File: src/rtl/hadamard_sequencer_pkg.sv
// Shared types and constants for the Hadamard sequencer: FSM states, SFP widths, twiddle table.
package hadamard_sequencer_pkg;

    localparam int unsigned DEF_EXP_W = 4;
    localparam int unsigned DEF_SIG_W = 4;
    localparam int unsigned DEF_FMT_W = 1 + DEF_EXP_W + DEF_SIG_W;
    localparam int unsigned LANES     = 4;

    typedef enum logic [1:0] {
        StFill,
        StIssue,
        StWait,
        StDrain
    } seq_state_e;

    // +1.0 is biased exponent with zero significand; -1.0 only differs in the sign bit.
    localparam logic [DEF_FMT_W-1:0] SFP_ZERO = '0;
    localparam logic [DEF_FMT_W-1:0] SFP_ONE  =
        {1'b0, DEF_EXP_W'((1 << (DEF_EXP_W - 1)) - 1), DEF_SIG_W'(0)};
    localparam logic [DEF_FMT_W-1:0] SFP_NEG  =
        {1'b1, DEF_EXP_W'((1 << (DEF_EXP_W - 1)) - 1), DEF_SIG_W'(0)};

    // Indexed [set][lane].
    localparam logic [DEF_FMT_W-1:0] TW_REAL [4][4] = '{
        '{SFP_ONE, SFP_ONE,  SFP_ONE, SFP_ONE },
        '{SFP_ONE, SFP_ZERO, SFP_NEG, SFP_ZERO},
        '{SFP_ONE, SFP_NEG,  SFP_ONE, SFP_NEG },
        '{SFP_ONE, SFP_ZERO, SFP_NEG, SFP_ZERO}
    };

    localparam logic [DEF_FMT_W-1:0] TW_IMAG [4][4] = '{
        '{SFP_ZERO, SFP_ZERO, SFP_ZERO, SFP_ZERO},
        '{SFP_ZERO, SFP_NEG,  SFP_ZERO, SFP_ONE },
        '{SFP_ZERO, SFP_ZERO, SFP_ZERO, SFP_ZERO},
        '{SFP_ZERO, SFP_ONE,  SFP_ZERO, SFP_NEG }
    };

endpackage

File: src/rtl/hadamard_sequencer_lane_buffer.sv
// Four-lane complex register file: single-lane indexed write, all-lane load, indexed read.
module lane_buffer
    import hadamard_sequencer_pkg::*;
#(
    parameter int unsigned FMT_W = DEF_FMT_W
) (
    input  logic                   clk,
    input  logic                   rst,
    input  logic                   wr_en_i,
    input  logic [1:0]             wr_idx_i,
    input  logic [FMT_W-1:0]       wr_real_i,
    input  logic [FMT_W-1:0]       wr_imag_i,
    input  logic                   ld_en_i,
    input  logic [LANES*FMT_W-1:0] ld_real_i,
    input  logic [LANES*FMT_W-1:0] ld_imag_i,
    input  logic [1:0]             rd_idx_i,
    output logic [FMT_W-1:0]       rd_real_o,
    output logic [FMT_W-1:0]       rd_imag_o,
    output logic [LANES*FMT_W-1:0] all_real_o,
    output logic [LANES*FMT_W-1:0] all_imag_o
);

    logic [LANES-1:0][FMT_W-1:0] real_q, real_d;
    logic [LANES-1:0][FMT_W-1:0] imag_q, imag_d;

    always_comb begin
        real_d = real_q;
        imag_d = imag_q;
        if (ld_en_i) begin
            real_d = ld_real_i;
            imag_d = ld_imag_i;
        end else if (wr_en_i) begin
            real_d[wr_idx_i] = wr_real_i;
            imag_d[wr_idx_i] = wr_imag_i;
        end
    end

    always_ff @(posedge clk or negedge rst) begin
        if (!rst) begin
            real_q <= '0;
            imag_q <= '0;
        end else begin
            real_q <= real_d;
            imag_q <= imag_d;
        end
    end

    assign rd_real_o  = real_q[rd_idx_i];
    assign rd_imag_o  = imag_q[rd_idx_i];
    assign all_real_o = real_q;
    assign all_imag_o = imag_q;

endmodule

File: src/rtl/hadamard_sequencer.sv
// Gathers four complex samples, runs them through the external Hadamard core with the current
// twiddle set, then streams the four results out; one block at a time.
module hadamard_sequencer
    import hadamard_sequencer_pkg::*;
#(
    parameter int unsigned EXP_W   = DEF_EXP_W,
    parameter int unsigned SIG_W   = DEF_SIG_W,
    parameter int unsigned FMT_W   = DEF_FMT_W,
    parameter int unsigned TIMEOUT = 15
) (
    input  logic                   clk,
    input  logic                   rst,
    input  logic                   in_valid,
    output logic                   in_ready,
    input  logic [FMT_W-1:0]       in_real,
    input  logic [FMT_W-1:0]       in_imag,
    output logic                   out_valid,
    input  logic                   out_ready,
    output logic [FMT_W-1:0]       out_real,
    output logic [FMT_W-1:0]       out_imag,
    output logic                   out_last,
    output logic                   core_start,
    output logic [LANES*FMT_W-1:0] core_in_real,
    output logic [LANES*FMT_W-1:0] core_in_imag,
    output logic [LANES*FMT_W-1:0] core_tw_real,
    output logic [LANES*FMT_W-1:0] core_tw_imag,
    input  logic [LANES*FMT_W-1:0] core_out_real,
    input  logic [LANES*FMT_W-1:0] core_out_imag,
    input  logic                   core_done,
    output logic [1:0]             grp,
    output logic                   err
);

    localparam int unsigned CntW = (TIMEOUT > 0) ? $clog2(TIMEOUT + 1) : 1;

    if (FMT_W != 1 + EXP_W + SIG_W) begin : g_fmt_check
        $error("FMT_W must equal 1 + EXP_W + SIG_W");
    end

    seq_state_e      state_q, state_d;
    logic [1:0]      k_q, k_d;
    logic [1:0]      m_q, m_d;
    logic [1:0]      grp_q, grp_d;
    logic [CntW-1:0] wcnt_q, wcnt_d;
    logic            in_wr, out_ld;

    logic [FMT_W-1:0]       unused_in_rd_real, unused_in_rd_imag;
    logic [LANES*FMT_W-1:0] unused_out_all_real, unused_out_all_imag;

    // Gated by rst so the stream reads not-ready while reset is held.
    assign in_ready = rst && (state_q == StFill);

    always_comb begin
        state_d    = state_q;
        k_d        = k_q;
        m_d        = m_q;
        grp_d      = grp_q;
        wcnt_d     = wcnt_q;
        in_wr      = 1'b0;
        out_ld     = 1'b0;
        core_start = 1'b0;
        out_valid  = 1'b0;
        err        = 1'b0;
        unique case (state_q)
            StFill: begin
                if (in_valid && in_ready) begin
                    in_wr = 1'b1;
                    k_d   = k_q + 2'd1;
                    if (k_q == 2'd3) state_d = StIssue;
                end
            end
            StIssue: begin
                core_start = 1'b1;
                wcnt_d     = '0;
                state_d    = StWait;
            end
            StWait: begin
                if (core_done) begin
                    out_ld  = 1'b1;
                    wcnt_d  = '0;
                    m_d     = 2'd0;
                    state_d = StDrain;
                end else if (wcnt_q == CntW'(TIMEOUT)) begin
                    // Core never answered: drop the block, keep the twiddle set.
                    err     = 1'b1;
                    wcnt_d  = '0;
                    k_d     = 2'd0;
                    state_d = StFill;
                end else begin
                    wcnt_d = wcnt_q + 1'b1;
                end
            end
            StDrain: begin
                out_valid = 1'b1;
                if (out_ready) begin
                    m_d = m_q + 2'd1;
                    if (m_q == 2'd3) begin
                        grp_d   = grp_q + 2'd1;
                        state_d = StFill;
                    end
                end
            end
            default: state_d = StFill;
        endcase
    end

    always_ff @(posedge clk or negedge rst) begin
        if (!rst) begin
            state_q <= StFill;
            k_q     <= 2'd0;
            m_q     <= 2'd0;
            grp_q   <= 2'd0;
            wcnt_q  <= '0;
        end else begin
            state_q <= state_d;
            k_q     <= k_d;
            m_q     <= m_d;
            grp_q   <= grp_d;
            wcnt_q  <= wcnt_d;
        end
    end

    assign out_last = out_valid && (m_q == 2'd3);
    assign grp      = grp_q;

    always_comb begin
        core_tw_real = '0;
        core_tw_imag = '0;
        for (int l = 0; l < LANES; l++) begin
            core_tw_real[l*FMT_W +: FMT_W] = FMT_W'(TW_REAL[grp_q][l]);
            core_tw_imag[l*FMT_W +: FMT_W] = FMT_W'(TW_IMAG[grp_q][l]);
        end
    end

    lane_buffer #(
        .FMT_W (FMT_W)
    ) u_in_buf (
        .clk        (clk),
        .rst        (rst),
        .wr_en_i    (in_wr),
        .wr_idx_i   (k_q),
        .wr_real_i  (in_real),
        .wr_imag_i  (in_imag),
        .ld_en_i    (1'b0),
        .ld_real_i  ('0),
        .ld_imag_i  ('0),
        .rd_idx_i   (2'd0),
        .rd_real_o  (unused_in_rd_real),
        .rd_imag_o  (unused_in_rd_imag),
        .all_real_o (core_in_real),
        .all_imag_o (core_in_imag)
    );

    lane_buffer #(
        .FMT_W (FMT_W)
    ) u_out_buf (
        .clk        (clk),
        .rst        (rst),
        .wr_en_i    (1'b0),
        .wr_idx_i   (2'd0),
        .wr_real_i  ('0),
        .wr_imag_i  ('0),
        .ld_en_i    (out_ld),
        .ld_real_i  (core_out_real),
        .ld_imag_i  (core_out_imag),
        .rd_idx_i   (m_q),
        .rd_real_o  (out_real),
        .rd_imag_o  (out_imag),
        .all_real_o (unused_out_all_real),
        .all_imag_o (unused_out_all_imag)
    );

endmodule

File: config.mk
export PLATFORM = sky130hd
export DESIGN_NAME = hadamard_sequencer
export DESIGN_NICKNAME = d
export VERILOG_FILES = /design/src/rtl/hadamard_sequencer_pkg.sv /design/src/rtl/hadamard_sequencer_lane_buffer.sv /design/src/rtl/hadamard_sequencer.sv
export SDC_FILE = /design/constraint.sdc
export NUM_CORES = 1
export LEC_CHECK = 0
export CAP_MARGIN = 20
export CELL_PAD_IN_SITES_DETAIL_PLACEMENT = 1
export CELL_PAD_IN_SITES_GLOBAL_PLACEMENT = 2
export CORE_ASPECT_RATIO = 1.25
export CORE_MARGIN = 10
export CORE_UTILIZATION = 27
export CTS_CLUSTER_SIZE = 10
export DETAILED_ROUTE_END_ITERATION = 10
export GPL_ROUTABILITY_DRIVEN = 0
export PLACE_DENSITY_LB_ADDON = 0.3
export SKIP_CTS_REPAIR_TIMING = 1
export SLEW_MARGIN = 20
export SYNTH_ARGS = -nofsm -noshare
export SYNTH_HDL_FRONTEND = slang
export SYNTH_SLANG_ARGS = --single-unit
File: constraint.sdc
create_clock -name clk -period 1.6 [get_ports clk]
set_input_delay 0.24 -clock clk [delete_from_list [all_inputs] [get_ports clk]]
set_output_delay 0.24 -clock clk [all_outputs]
set_load 0.02 [all_outputs]
* After elaboration in Yosys (flattened, before gate mapping)
Cells that the tools add are included.
** Operators by class
- $add $sub $neg :: 4
- Magnitude comparators :: 4
- Equality and inequality tests :: 14
- Multiplexer cells :: 39
- Bitwise logic cells :: 1
- Reduce and logical (&&, ||, !) cells :: 12
** Operators with widths (number)
- 36-bit binary-select mux with 2-bit select :: 2
- 36-bit 2-to-1 mux :: 4
- 36-bit bitwise mux :: 2
- 9-bit binary-select mux with 2-bit select :: 2
- 9-bit 2-to-1 mux :: 3
- 2-bit 2-to-1 mux :: 10
- 9-bit demux with 2-bit select :: 1
- 2-bit != test, second input constant :: 5
- 1-bit 2-to-1 mux :: 9
- 2-bit == test, second input constant :: 4
- 4-bit 2-to-1 mux :: 2
- 2-bit case mux with 2 select lines :: 2
- 2-bit case mux with 4 select lines :: 1
- 4-bit case mux with 2 select lines :: 1
- 2-bit by 1-bit adder with 2-bit output, second input constant :: 3
- 2-bit by 3-bit less-than comparator with 1-bit output, second input constant :: 2
- 3-bit AND reduction :: 2
- 2-bit nonzero test :: 3
- 5-bit AND reduction :: 1
- 4-bit by 1-bit adder with 4-bit output, second input constant :: 1
- 4-bit == test, second input constant :: 1
- 1-bit logical AND :: 4
- 2-bit by 1-bit != test with 1-bit output, second input constant :: 2
- 4-bit AND reduction :: 1
- other kinds (6) :: 6
** Storage, ports and cells
- Flip-flop bits (word level) :: 156
- Input bits :: 95
- Output and inout port bits :: 169
- Word-level logic and storage cells :: 95

* Logic depth before layout (Yosys ltp)
Gate-level depths: netlist (run 1).
- Word-level depth :: 5
- Depth in mapped cells :: 7
- Mapped depth without buffers :: 6

* Modules after synthesis
From an unflattened synthesis (run 1), not the netlist that was laid out.
** Second synthesis, totals
- Cell total of the unflattened synthesis :: 994
- Area, all modules :: 9215.1 µm²
** Modules (own cells, without submodules)
- lane_buffer :: instances 2, cells an instance 421, area an instance 3951.3 µm²
- hadamard_sequencer :: instances 1, cells an instance 152, area an instance 1312.5 µm²

* Worst setup path after synthesis (run 1)
Ideal clock, no wire load.
- Path kind :: register -> register
- From :: register state_q[0]
- To :: register u_in_buf.imag_q, in the netlist u_in_buf.all_imag_o[35]
- Setup time :: 0.125 ns
- Data arrival time :: 1.602 ns
- Required time :: 1.475 ns
- Setup slack :: -0.127 ns
- Cell stages (with the launch flop) :: 8
- Buffers on the path :: 2
- Period minus slack after synthesis :: 1.727 ns
- Cell sequence :: dfrtp_1 > inv_1 > ha_1 > and3_1 > buf_6 > nand2_8 > buf_12 > mux2_4
** On the way
- Word-level cells in the longest chain between the ends :: 5
** RTL lines
- start, declared :: RTL line hadamard_sequencer.sv:40 : seq_state_e state_q, state_d;
- start signal, assigned :: RTL line hadamard_sequencer.sv:109 : state_q <= StFill;
- start signal, assigned :: RTL line hadamard_sequencer.sv:115 : state_q <= state_d;
- 2-bit zero test (*) :: RTL line hadamard_sequencer.sv:51, hadamard_sequencer.sv:64
- 1-bit logical AND :: RTL line hadamard_sequencer.sv:51 : assign in_ready = rst && (state_q == StFill);
- 1-bit logical AND :: RTL line hadamard_sequencer.sv:66 : if (in_valid && in_ready) begin
- 1-bit 2-to-1 mux :: RTL line hadamard_sequencer.sv:66
- 1-bit 2-to-1 mux (*) :: RTL line hadamard_sequencer.sv:64 : unique case (state_q)
- end signal, assigned :: RTL line hadamard_sequencer_lane_buffer.sv:44 : imag_q <= imag_d;
- end, declared :: RTL line hadamard_sequencer_lane_buffer.sv:24 : logic [LANES-1:0][FMT_W-1:0] imag_q, imag_d;
Every way passes the cells marked *; elsewhere a longest branch is shown, timed or not.
A chain may end at the register's enable or synchronous reset.

* Worst setup path in the final report (run 1)
- From :: register m_q[0]
- To :: output out_imag[3]
** On the way
- Word-level cells in the longest chain between the ends :: 2
** RTL lines
- start, declared :: RTL line hadamard_sequencer.sv:42 : logic [1:0] m_q, m_d;
- start signal, assigned :: RTL line hadamard_sequencer.sv:117 : m_q <= m_d;
- 9-bit binary-select mux with 2-bit select :: RTL line hadamard_sequencer_lane_buffer.sv:49 : assign rd_imag_o = imag_q[rd_idx_i];
- 9-bit 2-to-1 mux (implied by the code) :: RTL line hadamard_sequencer_lane_buffer.sv:49
- end, declared :: RTL line hadamard_sequencer.sv:20 : output logic [FMT_W-1:0] out_imag,
No other way between the ends. The select of a mux whose other input is x is not followed.

==> results.yml, run 1 <==
outcome:
  status: "finished with violations"
  violations: "negative hold slack, negative setup slack"
timing:
  maxSlewHeadroom_pct: 48.6
  slew_violations: 0
  rsz0062_at_grt: "true"
  layout_min_cycle_time_ns: 1.98
  final.setup_skew_ns: 0.00741
  period_share_pct: 124
  hold_viol: 5
  tightest_slew_ns: 0.772
  fmax_ghz: 0.504
  setup_ws_ns: -0.385
  tns_ns: -11.67
  hold_ws_ns: -0.0103
  final-setup-viol-count: 94
clock_tree:
  clock_latency_ns: 0.42
  cts_sinks: 156
  cts.clk_slew.worst_paths_ns: 0.06
  root_buffer: "clkbuf_16"
  htreeDepth: 4
  cts_buffer_depth: 2
  cts_made_buffers: 17
  cts_tree: "done"
route:
  wirelength_microns: 23700
  vias_per_cell: 4.30
  drt_iter0_drc: 137
  routedWlPerCell_microns: 21.5
  drtPass1Iterations: 4
  drc_errors: 0
  drtAntennaViolNets: 0
  num_vias: 4727
synthesis:
  synth.distinct_cells: 33
  yosys.area_share.simple_pct: 2.70
  ys_ff_latch: 156
  synth_adder_area_share_pct: 2.22
  postSynthCellCount: 479
  avgSynthCellArea_sq_um: 15.3
  synth_top_family_by_area: "multiplexers"
  seq_area_frac_synth_pct: 53.4
  synth_compound_area_share_pct: 1.87
  netlist_area_sq_um: 7310
  synth_mux_area_share_pct: 30.1
  synth_edf_count: 0
  synthXorXnorAreaFrac_pct: 0.120
  synthArstFlopShare_pct: 100
  yosysWarnings: 0
  synth-main-ff-cell: "dfrtp_1"
layout:
  area_delta_synth_final_pct: 52.3
  fin_cells: 1100
  layout_commonest_cell: "dfrtp_1"
  final_cell_mix: "dfrtp_1 (153), mux2_2 (105), clkdlybuf4s50_1 (93)"
  n_fill_cell: 2752
  drive_gt1_share_pct: 43.4
  final_area_sq_um: 11100
  layout.nets: 850
floorplanning:
  rows: 67
  io_pins: 264
  die_x_microns: 167
  die_h_microns: 204
  coreArea_sq_um: 26700
  dieArea_sq_um: 34100
  initial_utilization_pct: 27.3
placed_design:
  port_buffers: 208
  dpl_cell_area_sq_um: 9670
  dpl.cell_count: 1031
  dp_hpwl_microns: 15600
setup_path:
  cp_data_arrival_time_ns: 1.74
  required_ns: 1.36
  crit_fanout: 9
  cp-end-kind: "output pin"
  worst_setup_path_start_kind: "register"
  criticalPathCategory: "register to output pin"
global_route:
  overflow: 0
  grt_pass1_vias: 5402
  antenna_found_initial: 0
  grt_pass1_wl_microns: 32600
  track_usage_pct: 12.1
  grt_max_degree: 143
worst_hold_path:
  hp-class: "input port to asynchronous set/reset pin"
power_and_ir_drop:
  ir_drop_uv: 756
  leakagePower_uw: 0.00588
  powerDensity_nw_per_um2: 1950
  total_power_uw: 21700
job:
  max_cap_violations: 0
[per-stage QoR]
| stage | util [%] | worst slack [ns] |
|---|---|---|
| after detailed placement | 36.2 | -0.350 |
| after CTS | 38.4 | -0.821 |
| after global placement | 36.2 | -0.331 |
| after global routing | 41.6 | -0.454 |
| final | 41.6 | -0.385 |
| after floorplan | - | -0.0476 |
[per-layer routing]
metal / GRT usage, % / wire length (microns) / vias up
met3: 5.54 / 1670 / 12
met5: 0 / 0 / -
met4: 3.08 / 247 / 0
met2: 20.5 / 12300 / 168
li1: - / - / 2107
met1: 13.5 / 9450 / 2440
[cell usage after synthesis (2+ instances only)]
cell / instances / share of area [%]
a21oi_1: 5 / 0.34
a22o_1: 4 / 0.48
and3_1: 2 / 0.17
buf_12: 4 / 1.1
buf_2: 9 / 0.62
buf_4: 68 / 7.0
clkbuf_1: 2 / 0.10
conb_1: 2 / 0.10
dfrtp_1: 156 / 53
ha_1: 13 / 2.2
inv_1: 11 / 0.56
mux2_2: 105 / 16
mux2_4: 40 / 8.2
mux4_2: 18 / 5.5
nand2_1: 8 / 0.41
nand2_8: 4 / 1.1
nand3_1: 6 / 0.41
nor2_1: 3 / 0.15
o21ai_0: 4 / 0.27
o22ai_1: 2 / 0.17
[report_power, final]
| group | total (uW) | internal [uW] | switching (uW) |
|---|---|---|---|
| Combinational | 10700 | 5680 | 5030 |
| Clock | 4100 | 2460 | 1640 |
| Sequential | 6880 | 5810 | 1080 |
| Total | 21700 | 14000 | 7750 |
[cells by family after synthesis]
| kind of cell | count (synthesis) |
|---|---|
| buffers and inverters | 95 |
| muxes | 164 |
| AOI/OAI and AO/OA | 20 |
| other | 2 |
| and+or+nand+nor | 28 |
| DFF | 156 |
| adders and majority gates | 13 |
| xor gates and xnor gates | 1 |
[state kept, by name, indices dropped and copies added, names as in the netlist]
signal,count
wcnt_q,4
state_q,2
k_q,2
grp,2
u_out_buf.all_imag_o,36
u_in_buf.all_real_o,36
m_q,2
u_in_buf.all_imag_o,36
u_out_buf.all_real_o,36
[final cells by class]
class | count | area, sq um | share of cell area, %
repair buffers | 263 | 2820 | 25.3
well taps | 345 | 432 | 3.88
flip-flops and latches | 156 | 3910 | 35.1
multi-input cells | 293 | 3330 | 29.9
clock buffers | 22 | 484 | 4.35
clock inverters | 9 | 111 | 1.00
diodes | 1 | 2.50 | 0.0225
inverters | 11 | 41.3 | 0.371
[critical path, cell delays in order, from the launching register on]
cell       delay (ns)
dfrtp_2          0.44
clkbuf_16        0.21
mux4_2           0.50
buf_2            0.17
[worst paths after layout]
path                                    startpoint                  endpoint  slack (ns)  cells after the start
setup / recovery                            m_q[0]               out_imag[3]       -0.38                      3
hold / removal                                 rst  u_out_buf.all_imag_o[12]       -0.01                      2
setup reg to reg                        state_q[1]    u_in_buf.all_imag_o[0]       -0.10                      6
hold reg to reg            u_in_buf.all_real_o[17]   u_in_buf.all_real_o[17]        0.50                      1
max in group asynchronous                      rst                state_q[1]        0.76                      3
min in group clk                 core_out_imag[22]  u_out_buf.all_imag_o[22]        0.43                      2
Power figures use the tool's default switching activity.
==> run 2, diff against run 1 <==
CTS_CLUSTER_SIZE = 20   (was 10)
==> results of run 2 <==
The final DEF is identical to that of run 1; final timing and power are the same.
==> run 3, diff against run 2 <==
CORE_UTILIZATION = 32   (was 27)
clock period = 2.3 ns   (was 1.6 ns; I/O delays follow)
==> results.yml, run 3 (synthesis gave the netlist of run 1 again) <==
outcome:
  status: "completed"
layout:
  layout_commonest_cell: "clkdlybuf4s50_1"
  final_cell_mix: "clkdlybuf4s50_1 (186), dfrtp_1 (154), mux2_2 (105)"
  area_delta_synth_final_pct: 37.9
  drive_gt1_share_pct: 34.0
  final_area_sq_um: 10100
  n_antenna_cell: 0
  layout.nets: 804
setup_path:
  cp-end-kind: "output pin"
  worst_setup_path_start_kind: "register"
  r2r_slack_ns: 0.28
  criticalPathCategory: "register to output pin"
  crit_fanout: 9
  required_ns: 1.96
  cp_data_arrival_time_ns: 1.87
worst_hold_path:
  hp-class: "input port to asynchronous set/reset pin"
power_and_ir_drop:
  p_clk_share_pct: 19.2
  leakagePower_uw: 0.00461
  netSwitchingFraction_pct: 35.9
  total_power_uw: 14200
  comb_power_share_pct: 46.8
  p_switching_uw: 5090
  ir_drop_uv: 615
  powerDensity_nw_per_um2: 1410
  intPower_uw: 9080
  sequentialPowerShare_pct: 34.0
timing:
  rsz0062_at_grt: "true"
  hold_viol: 0
  final-setup-viol-count: 0
  maxSlewHeadroom_pct: 39.4
  final.setup_skew_ns: 0.0110
  layout_min_cycle_time_ns: 2.21
  period_share_pct: 96.3
  slew_violations: 0
  fmax_ghz: 0.452
  tightest_slew_ns: 0.909
  tns_ns: 0
  hold_ws_ns: 0.361
  setup_ws_ns: 0.0853
floorplanning:
  io_pins: 264
  die_x_microns: 155
  dieArea_sq_um: 29300
  die_h_microns: 189
  coreArea_sq_um: 22400
  rows: 61
  initial_utilization_pct: 32.7
global_route:
  overflow: 0
  grt_pass1_wl_microns: 31900
  antenna_found_initial: 0
  track_usage_pct: 13.9
  grt_pass1_vias: 5285
  grt_max_degree: 73
route:
  vias_per_cell: 4.48
  wirelength_microns: 21100
  routedWlPerCell_microns: 21.3
  drc_errors: 0
  num_vias: 4442
  drt_iter0_drc: 149
  drtAntennaViolNets: 0
  drtPass1Iterations: 4
clock_tree:
  cts_buffer_depth: 2
  cts.clk_slew.worst_paths_ns: 0.07
  cts_made_buffers: 17
  cts_tree: "done"
  root_buffer: "clkbuf_16"
  clock_latency_ns: 0.42
  cts_sinks: 156
  htreeDepth: 4
placed_design:
  dp_hpwl_microns: 15700
  place_ws_ns: 0.0107
  dpl_cell_area_sq_um: 9460
  port_buffers: 208
job:
  max_cap_violations: 0
run 3: cell count changes in the layout (fill, tap and decap cells not counted), moves of 9 or more:
cell / before / now
buf_2: 12 / 0
buf_4: 39 / 14
buf_6: 24 / 1
clkbuf_2: 2 / 12
clkdlybuf4s50_1: 93 / 186
dlymetal6s2s_1: 81 / 9
ha_1: 1 / 11
ha_4: 9 / 0
nand2_8: 17 / 4
run 3: layout make-up:
class	instances	area, sq um
multi-input combinational	281	2920
timing repair buffer	229	2290
fill	2331	12300
inverter	11	41.3
clock buffer	19	443
sequential	156	3910
tap	283	354
clock inverter	13	129
run 3: power by group through the flow:
stage | clock network, uW | logic [uW] | registers (uW)
3_5_place_dp | 0 | 6840 | 4820
5_1_grt | 2950 | 7100 | 4990
3_3_place_gp | 0 | 6690 | 4740
2_1_floorplan | 0 | 3390 | 5330
6_report | 2720 | 6640 | 4810
4_1_cts | 2810 | 6850 | 4820
run 3: final timing paths:
path | to | cells after the start | from
worst min-delay path | k_q[0] | 2 | rst
worst min register to register | u_out_buf.all_real_o[31] | 1 | u_out_buf.all_real_o[31]
worst max-delay path | out_imag[3] | 4 | m_q[0]
min in group clk | u_out_buf.all_real_o[31] | 1 | u_out_buf.all_real_o[31]
worst max register to register | state_q[1] | 7 | state_q[0]
max in group asynchronous | u_out_buf.all_real_o[18] | 4 | rst
run 3: per-layer routing:
metal | part of all wire (%) | vias up | routed length [microns] | track usage, %
met5 | 0 | - | 0 | 0
met4 | 0.53 | 0 | 112 | 3.32
met3 | 10 | 9 | 2120 | 7.55
met2 | 50 | 167 | 10500 | 23.4
met1 | 39 | 2265 | 8340 | 15.1
li1 | - | 2001 | - | -
run 3: through the flow:
step                      cells  utilization (%)
after detailed placement    953             42.3
after global placement      953             42.3
after floorplan             532                -
after CTS                   985             44.9
final                       992             45.1
after global routing        992             45.1
run 3: worst max-delay path: stages (launching register included):
cell      delay [ns]
dfrtp_2         0.43
buf_4           0.16
buf_12          0.15
mux4_2          0.53
clkbuf_2        0.18
